[src/rtl/uart_cmd_frontend.sv]
// Framed-command UART front-end: key/mode load, length-bounded data bursts, end-of-stream, paced TX.
// Optional ECHO_ACK_EN: completed commands queue an ACK (06), errors a NAK (15), sent ahead of core data.
module uart_cmd_frontend #(
  parameter int         KEY_BYTES = 8,
  parameter int         LEN_W     = 16,
  parameter logic [7:0] CMD_KEY   = 8'h4B,
  parameter logic [7:0] CMD_MODE  = 8'h4D,
  parameter logic [7:0] CMD_DATA  = 8'h44,
  parameter logic [7:0] CMD_END   = 8'h45
) (
  input  logic                   clk,
  input  logic                   rst,
  input  logic [7:0]             rx_data,
  input  logic                   rx_valid,
  input  logic                   rx_parity_err,
  output logic [8*KEY_BYTES-1:0] key_out,
  output logic                   mode_out,
  output logic                   key_en,
  output logic [7:0]             data_out,
  output logic                   data_en,
  output logic                   stream_end,
  input  logic [7:0]             core_data,
  input  logic                   core_empty,
  output logic                   core_rd,
  output logic [7:0]             tx_data,
  output logic                   tx_en,
  input  logic                   tx_busy,
  output logic                   err_flag
);
  localparam int CW = $clog2(KEY_BYTES + 1);

  typedef enum logic [2:0] {IDLE, KEY, MODE, LEN_HI, LEN_LO, DATA} state_t;

  state_t           state;
  logic [CW-1:0]    key_cnt;
  logic [7:0]       len_hi;
  logic [LEN_W-1:0] remaining;
  logic [15:0]      len16;
  logic [LEN_W-1:0] len_full;
  logic             is_cmd;
  logic             key_last;
  logic             cmd_err;

  // For 8-bit lengths len_hi stays zero, so the low slice is just the received byte.
  assign len16    = {len_hi, rx_data};
  assign len_full = len16[LEN_W-1:0];
  assign is_cmd   = (rx_data == CMD_KEY) || (rx_data == CMD_MODE) ||
                    (rx_data == CMD_DATA) || (rx_data == CMD_END);
  assign key_last = (key_cnt == CW'(KEY_BYTES - 1));
  assign cmd_err  = rx_parity_err ||
                    (rx_valid && (state == IDLE) && !is_cmd) ||
                    (rx_valid && (state == LEN_LO) && (len_full == '0));

  assign data_en  = rx_valid && !rx_parity_err && (state == DATA) && !rst;
  assign data_out = data_en ? rx_data : 8'h00;

  always_ff @(posedge clk) begin
    if (rst) begin
      state      <= IDLE;
      key_out    <= '0;
      mode_out   <= 1'b0;
      key_en     <= 1'b0;
      stream_end <= 1'b0;
      err_flag   <= 1'b0;
      key_cnt    <= '0;
      len_hi     <= 8'h00;
      remaining  <= '0;
    end else begin
      key_en <= 1'b0;
      if (cmd_err) err_flag <= 1'b1;
      if (rx_parity_err) begin
        stream_end <= 1'b1;
        state      <= IDLE;
      end else if (rx_valid) begin
        case (state)
          IDLE: begin
            if (rx_data == CMD_KEY) begin
              key_cnt <= '0;
              state   <= KEY;
            end else if (rx_data == CMD_MODE) begin
              state <= MODE;
            end else if (rx_data == CMD_DATA) begin
              len_hi <= 8'h00;
              state  <= (LEN_W == 8) ? LEN_LO : LEN_HI;
            end else if (rx_data == CMD_END) begin
              stream_end <= 1'b1;
            end
          end
          KEY: begin
            key_out[8*(KEY_BYTES-1-int'(key_cnt)) +: 8] <= rx_data;
            key_cnt <= key_cnt + CW'(1);
            if (key_last) state <= IDLE;
          end
          MODE: begin
            mode_out <= rx_data[0];
            key_en   <= 1'b1;
            state    <= IDLE;
          end
          LEN_HI: begin
            len_hi <= rx_data;
            state  <= LEN_LO;
          end
          LEN_LO: begin
            if (len_full == '0) begin
              state <= IDLE;
            end else begin
              remaining <= len_full;
              state     <= DATA;
            end
          end
          DATA: begin
            remaining <= remaining - LEN_W'(1);
            if (remaining == LEN_W'(1)) state <= IDLE;
          end
          default: state <= IDLE;
        endcase
      end
    end
  end

  // TX staging: one byte in flight, released only after uart_tx has gone busy and idle again.
  logic staged;
  logic rd_pend;
  logic sent;
  logic busy_seen;

`ifdef ECHO_ACK_EN
  logic       ack_vld;
  logic [7:0] ack_byte;
  logic       cmd_done;
  logic       stage_ack;

  assign cmd_done  = rx_valid && !rx_parity_err &&
                     (((state == IDLE) && (rx_data == CMD_END)) ||
                      ((state == KEY) && key_last) ||
                      (state == MODE) ||
                      ((state == DATA) && (remaining == LEN_W'(1))));
  assign stage_ack = !staged && !rd_pend && ack_vld;
  assign core_rd   = !staged && !rd_pend && !ack_vld && !core_empty && !rst;
`else
  assign core_rd   = !staged && !rd_pend && !core_empty && !rst;
`endif

  assign tx_en = staged && !tx_busy && !sent && !rst;

  always_ff @(posedge clk) begin
    if (rst) begin
      staged    <= 1'b0;
      rd_pend   <= 1'b0;
      sent      <= 1'b0;
      busy_seen <= 1'b0;
      tx_data   <= 8'h00;
`ifdef ECHO_ACK_EN
      ack_vld   <= 1'b0;
      ack_byte  <= 8'h00;
`endif
    end else begin
      rd_pend <= core_rd;
      if (rd_pend) begin
        tx_data <= core_data;
        staged  <= 1'b1;
      end
`ifdef ECHO_ACK_EN
      else if (stage_ack) begin
        tx_data <= ack_byte;
        staged  <= 1'b1;
      end
      if (cmd_done) begin
        ack_vld  <= 1'b1;
        ack_byte <= 8'h06;
      end else if (cmd_err) begin
        ack_vld  <= 1'b1;
        ack_byte <= 8'h15;
      end else if (stage_ack) begin
        ack_vld <= 1'b0;
      end
`endif
      if (tx_en) sent <= 1'b1;
      if (sent && tx_busy) busy_seen <= 1'b1;
      if (sent && busy_seen && !tx_busy) begin
        staged    <= 1'b0;
        sent      <= 1'b0;
        busy_seen <= 1'b0;
      end
    end
  end
endmodule

[config.mk]
export PLATFORM = sky130hd
export DESIGN_NAME = uart_cmd_frontend
export DESIGN_NICKNAME = d
export VERILOG_FILES = /design/src/rtl/uart_cmd_frontend.sv
export SDC_FILE = /design/constraint.sdc
export NUM_CORES = 1
export LEC_CHECK = 0
export BUFFER_PORTS_ARGS = -buffer_cell sky130_fd_sc_hd__buf_2
export CORE_MARGIN = 8
export CORE_UTILIZATION = 47
export CTS_BUF_LIST = sky130_fd_sc_hd__clkbuf_8
export DETAILED_ROUTE_END_ITERATION = 16
export GPL_ROUTABILITY_DRIVEN = 1
export PLACE_DENSITY = 0.73
export SYNTH_ARGS = -nofsm -noshare
export SYNTH_HDL_FRONTEND = slang
export SYNTH_SLANG_ARGS = --single-unit
export TNS_END_PERCENT = 20
[constraint.sdc]
create_clock -name clk -period 8 [get_ports clk]
set_input_delay 0 -clock clk [delete_from_list [all_inputs] [get_ports clk]]
set_output_delay 0 -clock clk [all_outputs]
set_load 0.02 [all_outputs]
==> run metrics <==
crit path DAT 3640 ps; clock network power share 0.336; Top FF cell, synth dfxtp_1; Final HPWL DP ~10,000 microns; first-pass GRT wire length about 25,000 microns; hold wc startpoint rx_data[7]; Post-Route Utilization 0.552; FF-to-FF path depth 9; area of the multi-input gates a little under 3000 sq um; Post-Layout Cell Count 878; number of routed nets with antenna violations 0; Worst R2R End key_out[56]; number of antenna repair diodes 0; met1 WL 6710 microns; layout cell share with drive strength beyond 1 0.195; final max-slew violation count 0; Yosys top cell area share 0.418; WL met3 924 microns; status finished, final reports clean; Chip Width 122 microns; Max-cap violations 0; drt first pass iters 5; Remaining DRCs 0; Nets 760; Final WS setup 4580 ps; Worst-path clk slew 110 ps; largest family of logic cells by synthesized area simple AND/OR/NAND/NOR gates; crit path buf inv count 1; vias in the first global route between 4,000 and 5,000; Port Buffers 108; setup TNS 0 ps; Sw Pwr ~0.24 mW; Syn Area/Cell roughly 8.3 sq um; crit-path max FO 13; top cells by area, synth dfxtp_1, mux2i_1, a21oi_1; Syn Nets 669; CP Launch Type register; Achievable Freq 293 MHz; WL met2 about 7500 microns; final hold viol count 0; Root Driver clkbuf_8; largest net degree at the start of global routing between 100 and 150; FF-to-FF setup slack 4580 ps; worst ir drop on vdd 0.0840 mV; GP Congestion 0.905; gr ovfl total 0; post-placement setup slack 4620 ps; Rows 39; RR Startpoint key_cnt[0]; Crit Path Category register to register; initial drt markers 316; fin crit share 0.427; post-synthesis sequential area ratio 0.418; initial antenna violation count 0; async set-or-reset flop fraction in the synthesized netlist 0; Post-DP Area 5900 sq um; FF+latch area 2220 sq um; TritonCTS clock tree built; largest incremental delay on the critical path 720 ps; leakage between 2 and 2.5 nW; internal power 0.696 mW; dpl cells 850; CP dominant cell by count ha_1; crit-path cells ha_1, nand2_1, inv_1, ha_1, or4b_1, a2bb2oi_2, nor4_4, mux2i_1, nor2_1; wire length per cell 17.5 microns; Detailed Route WL 15,300 microns; Worst Hold Class primary input to register; Worst EP required 8230 ps; Syn Inst Count 639; clock skew 9.21 ps; Area Overhead vs Synth 16.4%; DR top layer met4; CP max-delay cell nor4_4; Bufs on Longest Clock Path 2; Post-Syn Area 5320 sq um; CTS HTree Levels 3; Net Sw Frac 0.253; final setup fails 0; CTS sink cnt 111; mux cell area share after synthesis 0.0659; Total GRT Usage 0.206; Crit path max-delay family simple AND/OR/NAND/NOR gates; post-route minimum period 3420 ps; count of unique library cells instantiated by Yosys between 60 and 70; Yosys reg bits 111; Overall Power between 0.9 and 1 mW; RSZ-0062 raised after global routing no; adder-cell share of the synthesized area 0.0188; routed vias/inst 5.75; sequential fraction of design power 0.601; post-synthesis simple-gate area fraction 0.302; CTS Buf Count 9; hold path depth 3; CP endpoint kind register; Final Cell Area a little over 6000 sq um; clk_lat worst skew 380 ps; Max-Slew Margin vs Limit 0.231; slew at the pin closest to its max-slew limit 1140 ps; die height 122 microns; Starting Density 0.474; die area 15,000 sq um; Pwr Density 150 nW/um^2; IO Pins between 100 and 150; Post-synth EDFFs 0; Worst Hold Slack roughly 54 ps; Core ar. 11,200 sq um; Fill cells 1,064; Synth warnings 0; area leader, netlist dfxtp_1; total number of vias 5,051; post-synthesis xor/xnor area fraction 0.0113; Hold Path Sink key_out[55]; Comb pwr share 0.063; area fraction in compound gates after synthesis 0.144
flip-flops by register name, indices dropped and copies added, names as in the netlist:
signal,count
tx_data,8
key_cnt,4
key_en,1
staged,1
sent,1
remaining,16
mode_out,1
stream_end,1
len_hi,8
state,3
err_flag,1
rd_pend,1
key_out,64
busy_seen,1
metal layers:
metal	vias to the layer above	track usage
li1	2456	-
met1	2407	0.259
met2	168	0.348
met3	20	0.0419
met4	0	0.0602
met5	-	0
tightest hold or removal path, stage by stage:
cell,delay [ps]
buf_2,220
nand3_1,110
a21oi_1,60
cells in the final DEF, fill, tap and decap left out, types with 6 or more instances in the layout:
| cell | instances |
|---|---|
| a21oi_1 | 63 |
| a22oi_1 | 11 |
| and2_1 | 32 |
| buf_2 | 107 |
| clkbuf_8 | 10 |
| dfxtp_1 | 111 |
| dlygate4sd3_1 | 12 |
| ha_1 | 8 |
| inv_1 | 11 |
| mux2i_1 | 35 |
| nand2_1 | 65 |
| nand3_1 | 51 |
| nor2_1 | 73 |
| nor3_1 | 17 |
| nor4_1 | 10 |
| nor4_4 | 6 |
| o21ai_0 | 12 |
cell type report:
| cell class | count | share of cell area |
|---|---|---|
| Timing Repair Buffer | 123 | 0.111 |
| Clock inverter | 6 | 0.00566 |
| Multi-Input combinational cell | 474 | 0.467 |
| Tap cell | 143 | 0.0289 |
| Inverter | 11 | 0.00667 |
| Clock buffer | 10 | 0.0222 |
| Sequential cell | 111 | 0.359 |
power groups by stage:
stage | Combinational (mW) | Sequential [mW] | Clock, mW
2_1_floorplan | 0.0297 | 0.574 | 0
3_3_place_gp | 0.0519 | 0.572 | 0
3_5_place_dp | 0.0530 | 0.572 | 0
4_1_cts | 0.0578 | 0.560 | 0.319
5_1_grt | 0.0628 | 0.561 | 0.343
6_report | 0.0584 | 0.560 | 0.313
how the worst max path moves through the flow:
| stage | from | slack, ps | end | cells after the start |
|---|---|---|---|---|
| 2_1_floorplan | key_cnt[2] | 5140 | key_out[56] | 10 |
| 3_3_place_gp | key_cnt[0] | 4760 | key_out[20] | 9 |
| 3_5_place_dp | key_cnt[0] | 4620 | key_out[56] | 9 |
| 4_1_cts | key_cnt[0] | 4600 | key_out[56] | 9 |
| 5_1_grt | key_cnt[0] | 4390 | key_out[56] | 9 |
| 6_report | key_cnt[0] | 4580 | key_out[56] | 9 |
kinds of logic (layout without fill, tap and decap cells):
group	after synthesis	in the layout
AO/OA/AOI/OAI	124	124
XOR/XNOR	6	6
adder cells (fa/ha/maj)	8	8
buffers and inverters	54	150
flip-flops	111	111
multiplexers	35	35
AND/OR/NAND/NOR	301	301
cell usage after synthesis, drive strengths merged (8+ instances only):
cell type / n
a21oi: 63
nor4: 16
dfxtp: 111
inv: 10
nand3: 51
ha: 8
and2: 32
a22oi: 11
nor3: 18
nor2: 73
o21ai: 12
mux2i: 35
nand2: 66
clkbuf: 41
repair_timing:
item | CTS | global route
endpoints found under the hold margin | 13 | 0
gates resized for setup | 0 | 0
buffers inserted | 0 | 0
hold buffers | 12 | 0
Power figures use the tool's default switching activity.
